$ cat src/rtl/cache_pkg.sv
// Shared types and sizing helpers for the cache line refill path.
package cache_pkg;

  typedef enum logic [1:0] {
    ST_IDLE    = 2'd0,
    ST_COLLECT = 2'd1,
    ST_WRITE   = 2'd2
  } fill_state_e;

  localparam int DEF_LINE_SIZE_BYTES = 4;
  localparam int DEF_WAYS            = 4;
  localparam int DEF_BEAT_BYTES      = 1;

  function automatic int calc_beats(input int line_bytes, input int beat_bytes);
    return line_bytes / beat_bytes;
  endfunction

  // Beat counter needs at least one bit even for a single-beat line.
  function automatic int calc_cnt_w(input int beats);
    return (beats <= 1) ? 1 : $clog2(beats);
  endfunction

endpackage

$ cat src/rtl/way_sel_decode.sv
// Priority decode of a victim-way select to one-hot (highest set bit wins),
// plus a flag telling whether the raw select was already exactly one-hot.
module way_sel_decode #(
  parameter int WAYS = 4
) (
  input  logic [WAYS-1:0] sel,
  output logic [WAYS-1:0] onehot,
  output logic            is_onehot
);

  always_comb begin
    onehot = '0;
    for (int i = 0; i < WAYS; i++) begin
      if (sel[i]) begin
        onehot    = '0;
        onehot[i] = 1'b1;
      end
    end
  end

  assign is_onehot = (sel != '0) && ((sel & (sel - 1'b1)) == '0);

endmodule

$ cat src/rtl/cache_line_fill.sv
// Refill line assembler: collects beats into a line buffer, then writes one way.
// Optional build macro CACHE_FILL_ONEHOT_CHECK_EN rejects non-one-hot way selects.
//
// state   | meaning
// --------+------------------------------------------------------------
// IDLE    | waiting for a fill start; beats not accepted
// COLLECT | accepting beats into the line buffer
// WRITE   | one-cycle write of the buffer into the latched way, done pulse
module cache_line_fill
  import cache_pkg::*;
#(
  parameter int LINE_SIZE_BYTES = DEF_LINE_SIZE_BYTES,
  parameter int WAYS            = DEF_WAYS,
  parameter int BEAT_BYTES      = DEF_BEAT_BYTES
) (
  input  logic                         i_clk,
  input  logic                         i_rst,
  input  logic                         i_fill_start,
  input  logic [WAYS-1:0]              i_way_sel,
  input  logic                         i_beat_valid,
  input  logic [BEAT_BYTES*8-1:0]      i_beat_data,
  output logic                         o_beat_ready,
  output logic [WAYS-1:0]              o_way_we,
  output logic [LINE_SIZE_BYTES*8-1:0] o_way_data,
  output logic                         o_busy,
  output logic                         o_done,
  output logic                         o_err
);

  localparam int BEATS  = calc_beats(LINE_SIZE_BYTES, BEAT_BYTES);
  localparam int CNT_W  = calc_cnt_w(BEATS);
  localparam int BEAT_W = BEAT_BYTES * 8;
  localparam int LINE_W = LINE_SIZE_BYTES * 8;

  fill_state_e       state_q, state_d;
  logic [WAYS-1:0]   way_q;
  logic [WAYS-1:0]   dec_onehot;
  logic              dec_is_onehot;
  logic [LINE_W-1:0] line_q;
  logic [CNT_W-1:0]  cnt_q;
  logic              err_q;
  logic              start_ok;
  logic              start_bad;
  logic              beat_hs;
  logic              last_beat;

  way_sel_decode #(.WAYS(WAYS)) u_dec (
    .sel       (i_way_sel),
    .onehot    (dec_onehot),
    .is_onehot (dec_is_onehot)
  );

`ifdef CACHE_FILL_ONEHOT_CHECK_EN
  assign start_ok  = i_fill_start & dec_is_onehot;
  assign start_bad = i_fill_start & ~dec_is_onehot;
`else
  logic unused_is_onehot;
  assign unused_is_onehot = dec_is_onehot;
  assign start_ok  = i_fill_start;
  assign start_bad = 1'b0;
`endif

  assign beat_hs   = (state_q == ST_COLLECT) && i_beat_valid;
  assign last_beat = (cnt_q == CNT_W'(BEATS - 1));

  always_comb begin
    state_d = state_q;
    case (state_q)
      ST_IDLE:    if (start_ok) state_d = ST_COLLECT;
      ST_COLLECT: if (beat_hs && last_beat) state_d = ST_WRITE;
      ST_WRITE:   state_d = ST_IDLE;
      default:    state_d = ST_IDLE;
    endcase
  end

  always_ff @(posedge i_clk) begin
    if (i_rst) begin
      state_q <= ST_IDLE;
      way_q   <= '0;
      line_q  <= '0;
      cnt_q   <= '0;
      err_q   <= 1'b0;
    end else begin
      state_q <= state_d;
      err_q   <= 1'b0;
      case (state_q)
        ST_IDLE: begin
          err_q <= start_bad;
          if (start_ok) begin
            way_q  <= dec_onehot;
            line_q <= '0;
            cnt_q  <= '0;
          end
        end
        ST_COLLECT: begin
          if (beat_hs) begin
            line_q[BEAT_W*int'(cnt_q) +: BEAT_W] <= i_beat_data;
            // Hold on the last beat so the counter never wraps within a fill.
            if (!last_beat) cnt_q <= cnt_q + 1'b1;
          end
        end
        default: ;
      endcase
    end
  end

  assign o_beat_ready = (state_q == ST_COLLECT);
  assign o_busy       = (state_q != ST_IDLE);
  assign o_done       = (state_q == ST_WRITE);
  assign o_way_we     = (state_q == ST_WRITE) ? way_q : '0;
  assign o_way_data   = line_q;
  assign o_err        = err_q;

endmodule

$ cat config.mk
export PLATFORM = sky130hd
export DESIGN_NAME = cache_line_fill
export DESIGN_NICKNAME = d
export VERILOG_FILES = /design/src/rtl/cache_pkg.sv /design/src/rtl/way_sel_decode.sv /design/src/rtl/cache_line_fill.sv
export SDC_FILE = /design/constraint.sdc
export NUM_CORES = 1
export LEC_CHECK = 0
export BUFFER_PORTS_ARGS = -buffer_cell sky130_fd_sc_hd__buf_2
export CORE_MARGIN = 2
export CORE_UTILIZATION = 40
export CTS_CLUSTER_SIZE = 20
export DETAILED_ROUTE_END_ITERATION = 7
export PLACE_DENSITY = 0.61
export RECOVER_POWER = 25
export SYNTH_ARGS = -nofsm -noshare
export SYNTH_HDL_FRONTEND = slang
export SYNTH_SLANG_ARGS = --single-unit
$ cat constraint.sdc
create_clock -name i_clk -period 2.21 [get_ports i_clk]
set_input_delay 0.1105 -clock i_clk [delete_from_list [all_inputs] [get_ports i_clk]]
set_output_delay 0.1105 -clock i_clk [all_outputs]
set_load 0.02 [all_outputs]
== Yosys cells after proc, flatten, opt, wreduce, memory -nomap -nowiden ==
Cells that the tools add are included.
Storage, ports and cells
  register bits: 40
  logic and storage cells: 40
Cells by class
  add/sub/neg operators: 2
  eq/ne operators: 7
  shift operators: 2
  muxes and demuxes: 16
  reductions and logical operators: 9
Operators with widths (number)
  $mux 32: 2
  $pmux 32 s2: 1
  $neg 5->33: 1
  $shift 8x33->32 const A: 1
  $shiftx 8x33->32: 1
  $bwmux 32: 1
  $mux 2: 6
  $mux 4: 2
  $pmux 2 s2: 2
  $eq 2x2->1 const B: 2
  $ne 2x1->1 const B: 2
  $ne 2x2->1 const B: 2
  $reduce_and 2->1: 2
  $reduce_and 4->1: 1
  $reduce_bool 2->1: 2
  $mux 3: 1
  $reduce_and 3->1: 1
  $add 2x1->2 const B: 1
  $eq 2x1->1 const B: 1
  $logic_and 1x1->1: 2
  $logic_not 2->1: 1
  $mux 1: 1

== Longest topological paths before layout ==
  word-level depth: 5
  gate-level depth with buffers: 8
  gate-level depth less buffers: 5

== Hierarchy ==
A second synthesis with hierarchy kept.
Unflattened totals
  cells, all modules: 236
  area total of the unflattened synthesis: 2178.3 µm²
By module, submodules not included
  cache_line_fill: times used 1, cells each 228, area an instance 2110.8 µm², sequential area each 800.8 µm²
  way_sel_decode: times used 1, cells each 8, area an instance 67.6 µm², sequential area each 0.0 µm²

== Least setup slack after synthesis ==
No wires, ideal clock.
  kind: register to register
  start: register cnt_q[0]
  end: register line_q[0], in the netlist o_way_data[0]
  setup time: 0.072 ns
  arrival time: 1.791 ns
  data required time: 2.138 ns
  path slack: 0.347 ns
  cell stages (with the launch flop): 8
  buffers on the path: 2
  path through: dfxtp_1 -> clkbuf_1 -> inv_1 -> ha_1 -> clkbuf_1 -> nor3b_2 -> nand3_1 -> mux2i_1
Between the ends
  cells in the longest elaborated chain, start to end: 5
Ends and longest elaborated chain
  start, declared: line cache_line_fill.sv:40  | logic [CNT_W-1:0] cnt_q;
  start signal, assigned: line cache_line_fill.sv:99  | if (!last_beat) cnt_q <= cnt_q + 1'b1;
  $neg 5->33 (*): line cache_line_fill.sv:97  | line_q[BEAT_W*int'(cnt_q) +: BEAT_W] <= i_beat_data;
  $shiftx 8x33->32 / $shift 8x33->32 (equally long branches): line cache_line_fill.sv:97
  $bwmux 32 (*): line cache_line_fill.sv:97
  $mux 32 (*): line cache_line_fill.sv:96  | if (beat_hs) begin
  $pmux 32 s2 (*): line cache_line_fill.sv:86  | case (state_q)
  end signal, assigned by index: line cache_line_fill.sv:97
  end, declared: line cache_line_fill.sv:39  | logic [LINE_W-1:0] line_q;
Every way passes the cells marked *; elsewhere a longest branch is shown, timed or not. The select of a mux whose other input is x is not followed.
A chain may end at the register's enable or synchronous reset.

== Worst setup path after layout ==
  start: register state_q[1]
  end: output o_way_we[1]
Between the ends
  cells in the longest elaborated chain, start to end: 2
Ends and longest elaborated chain
  start, declared: line cache_line_fill.sv:35  | fill_state_e state_q, state_d;
  start signal, assigned: line cache_line_fill.sv:84  | state_q <= state_d;
  $eq 2x2->1: line cache_line_fill.sv:110  | assign o_way_we = (state_q == ST_WRITE) ? way_q : '0;
  $mux 4: line cache_line_fill.sv:110
  end, declared: line cache_line_fill.sv:23  | output logic [WAYS-1:0] o_way_we,
Every way passes these cells.

==> impl_metrics.json <==
{
  "maxSlewHeadroom": 0.501,
  "total_met3_wirelength_after_detailed_routing_um": 209,
  "post_synth_num_cell_types": 31,
  "power_density_nw_per_um2": 615,
  "critPathSlowestCell": "sky130_fd_sc_hd__dfxtp_1",
  "clockBufferDepth": 2,
  "ys_async_sr_fraction": 0,
  "largest_net_degree_at_the_start_of_global_routing": 37,
  "synthesis.nets": 250,
  "holdBufCountCts": 0,
  "sequential_to_total_area_share_from_yosys_stat": 0.380,
  "timing.rr.end": "o_way_data[19]",
  "synth_ff_type": "sky130_fd_sc_hd__dfxtp_1",
  "timing.critical_path.required_ns": 2.10,
  "ir_drop_v": 0.000462,
  "synth_edf_count": 0,
  "detailedRoute.firstIterationViolations": 72,
  "worstHoldPathType": "input pin to flop",
  "top_level_ports": 56,
  "layout_worst_path_cycle_share": 0.845,
  "gp_congestion": 0.795,
  "type_of_the_worst_setup_path": "flop to output port",
  "initial_core_utilization": 0.413,
  "root_buffer": "sky130_fd_sc_hd__clkbuf_8",
  "leakage_nw": 0.958,
  "yosysMostFrequentCell": "sky130_fd_sc_hd__dfxtp_1",
  "rsz0062_at_grt": "false",
  "std_cell_rows": 26,
  "drv_cap": 0,
  "fin_total_pwr_mw": 1.51,
  "area_growth_syn_to_fin_pct": 16.3,
  "synth_common_cells": "sky130_fd_sc_hd__dfxtp_1 (40), sky130_fd_sc_hd__nand3_1 (38), sky130_fd_sc_hd__nand2b_1 (25), sky130_fd_sc_hd__mux2i_1 (24), sky130_fd_sc_hd__a21oi_1 (15)",
  "route.vias.total": 1719,
  "path_max_fanout": 14,
  "fin_nets": 292,
  "synth.ff_latch_count": 40,
  "grt_remaining_overflow": 0,
  "slew_violations": 0,
  "crit_end": "o_way_we[1]",
  "drt_pass1_iterations": 4,
  "crit-reg2reg-launch": "cnt_q[1]",
  "arrival_ns": 1.76,
  "die_height_um": 76.6,
  "post_cts.resized_instances": 0,
  "fillCellCount": 537,
  "grt_use_total": 0.165,
  "antenna_found_initial": 0,
  "reg_to_reg_setup_timing_slack_ns": 0.42,
  "routed_via_density": 5.03,
  "startpoint": "state_q[1]",
  "grt_pass1_wl_um": 7850,
  "dieArea_um2": 5860,
  "run_status": "finished clean",
  "placeableCoreArea_um2": 5110,
  "postSynthAreaPerCell_um2": 9.20,
  "tightestPinTransition_ns": 0.746,
  "wl_met2_um": 2190,
  "fin_worst_skew_ns": 0.00647,
  "cts_tree": "yes",
  "die_w_um": 76.6,
  "fmax_ghz": 0.536,
  "worst_setup_path_start_kind": "flop",
  "register_to_register_path_depth": 5,
  "wl_um": 4760,
  "min_period_ns": 1.87,
  "cp_slowest_stage_delay_ns": 0.76,
  "buffers_inserted_by_post_cts_timing_repair": 0,
  "cts_buffers": 5,
  "met1Wirelength_um": 2320,
  "ant_nets": 0,
  "synth_largest_type_area_fraction": 0.380,
  "ys.warnings.count": 0,
  "setup-tns-final_ns": 0,
  "synth_largest_area_cell": "sky130_fd_sc_hd__dfxtp_1",
  "vias_in_the_first_global_route": 1612,
  "route.detailed.wl_per_inst_um": 13.9,
  "cts.sinks": 40,
  "postSynthCellCount": 229,
  "mappedNetlistArea_um2": 2110,
  "place_hpwl_um": 3370,
  "cp_cell_sequence": "nor2b_1, and2_1, buf_2",
  "layout-drive-gt1-share": 0.191,
  "highest_layer": "met4",
  "diodes": 0,
  "number_of_failing_hold_endpoints_at_the_final_stage": 0,
  "cts.clk_slew.worst_paths_ns": 0.07,
  "place.detailed.instances": 334,
  "io_buffer_count": 54,
  "ctsHtreeMaxLevel": 2,
  "drt_drc_violations_left": 0,
  "synth_top_cells_by_area": "sky130_fd_sc_hd__dfxtp_1 (38%), sky130_fd_sc_hd__mux2i_1 (11%), sky130_fd_sc_hd__nand3_1 (9.0%)",
  "finalNonFillerCells": 342,
  "report.final.setup_viol": 0,
  "crit_path_end_kind": "output port",
  "postLayoutCoreUtil": 0.480,
  "clock_latency_ns": 0.30
}
==> worst max-delay path, delay by kind of cell, from the launching register on <==
family                 cells  cell delay, ns
buffers and inverters      1            0.16
flip-flops                 1            0.76
AND/OR/NAND/NOR            2            0.55
==> where the power goes <==
group / leakage (nW) / internal, mW / switching (mW) / total [mW]
registers: 0.323 / 0.730 / 0.00955 / 0.740
logic: 0.580 / 0.0684 / 0.106 / 0.174
clock network: 0.0552 / 0.335 / 0.259 / 0.594
==> per-layer routing <==
layer  vias to the layer above  track usage
met5                         -            0
met4                         0       0.0436
met3                         7       0.0391
met2                        43        0.270
met1                       787        0.219
li1                        882            -
==> state kept, by name, indices dropped and copies added, names as in the netlist <==
| register | count |
|---|---|
| state_q | 2 |
| way_q | 4 |
| cnt_q | 2 |
| o_way_data | 32 |
==> stage by stage <==
step / setup WS [ns] / cell area [µm²] / hold WS, ns
after floorplan: 0.347 / 2110 / 0.246
after global placement: 0.501 / 2370 / 0.374
after detailed placement: 0.440 / 2370 / 0.375
after CTS: 0.335 / 2470 / 0.0629
after global routing: 0.217 / 2450 / 0.0775
final: 0.343 / 2450 / 0.0712
==> placed cells by master (no fill, tap or decap), types with 3 or more instances in the layout <==
master and instances:
sky130_fd_sc_hd__nand2b_1 25, sky130_fd_sc_hd__dfxtp_1 40, sky130_fd_sc_hd__mux2i_1 24, sky130_fd_sc_hd__nor2_1 3, sky130_fd_sc_hd__and2_1 5, sky130_fd_sc_hd__nand2_1 8
sky130_fd_sc_hd__a21oi_4 3, sky130_fd_sc_hd__clkbuf_1 20, sky130_fd_sc_hd__nor2b_1 11, sky130_fd_sc_hd__nand3_1 38, sky130_fd_sc_hd__o211ai_1 7, sky130_fd_sc_hd__a21oi_1 15
sky130_fd_sc_hd__and4b_1 8, sky130_fd_sc_hd__buf_2 35, sky130_fd_sc_hd__clkbuf_8 5, sky130_fd_sc_hd__ha_1 5
==> layout make-up <==
class,instances,area (µm²),area share
Timing Repair Buffer,56,262,0.107
Inverter,2,7.51,0.00306
Clock inverter,2,35.0,0.0143
Clock buffer,6,72.6,0.0296
Multi-Input combinational cell,166,1190,0.484
Sequential cell,40,801,0.327
Tap cell,70,87.6,0.0357
==> cells by family (layout without fill, tap and decap cells) <==
group	after synthesis	after routing	synth area share
AOI/OAI and AO/OA	26	26	0.0879
and+or+nand+nor	110	110	0.330
adders and majority gates	5	5	0.0297
buffers and inverters	23	66	0.0570
muxes	24	24	0.114
other	1	1	0.00178
DFF	40	40	0.380
==> worst min-delay path by stage <==
| stage | depth (start not counted) | start | end |
|---|---|---|---|
| after global placement | 3 | i_way_sel[3] | way_q[3] |
| after CTS | 3 | i_way_sel[3] | way_q[3] |
| after global routing | 3 | i_way_sel[1] | way_q[1] |
| after floorplan | 2 | i_way_sel[3] | way_q[3] |
| final | 3 | i_way_sel[3] | way_q[3] |
| after detailed placement | 3 | i_way_sel[3] | way_q[3] |
Power figures use the tool's default switching activity.
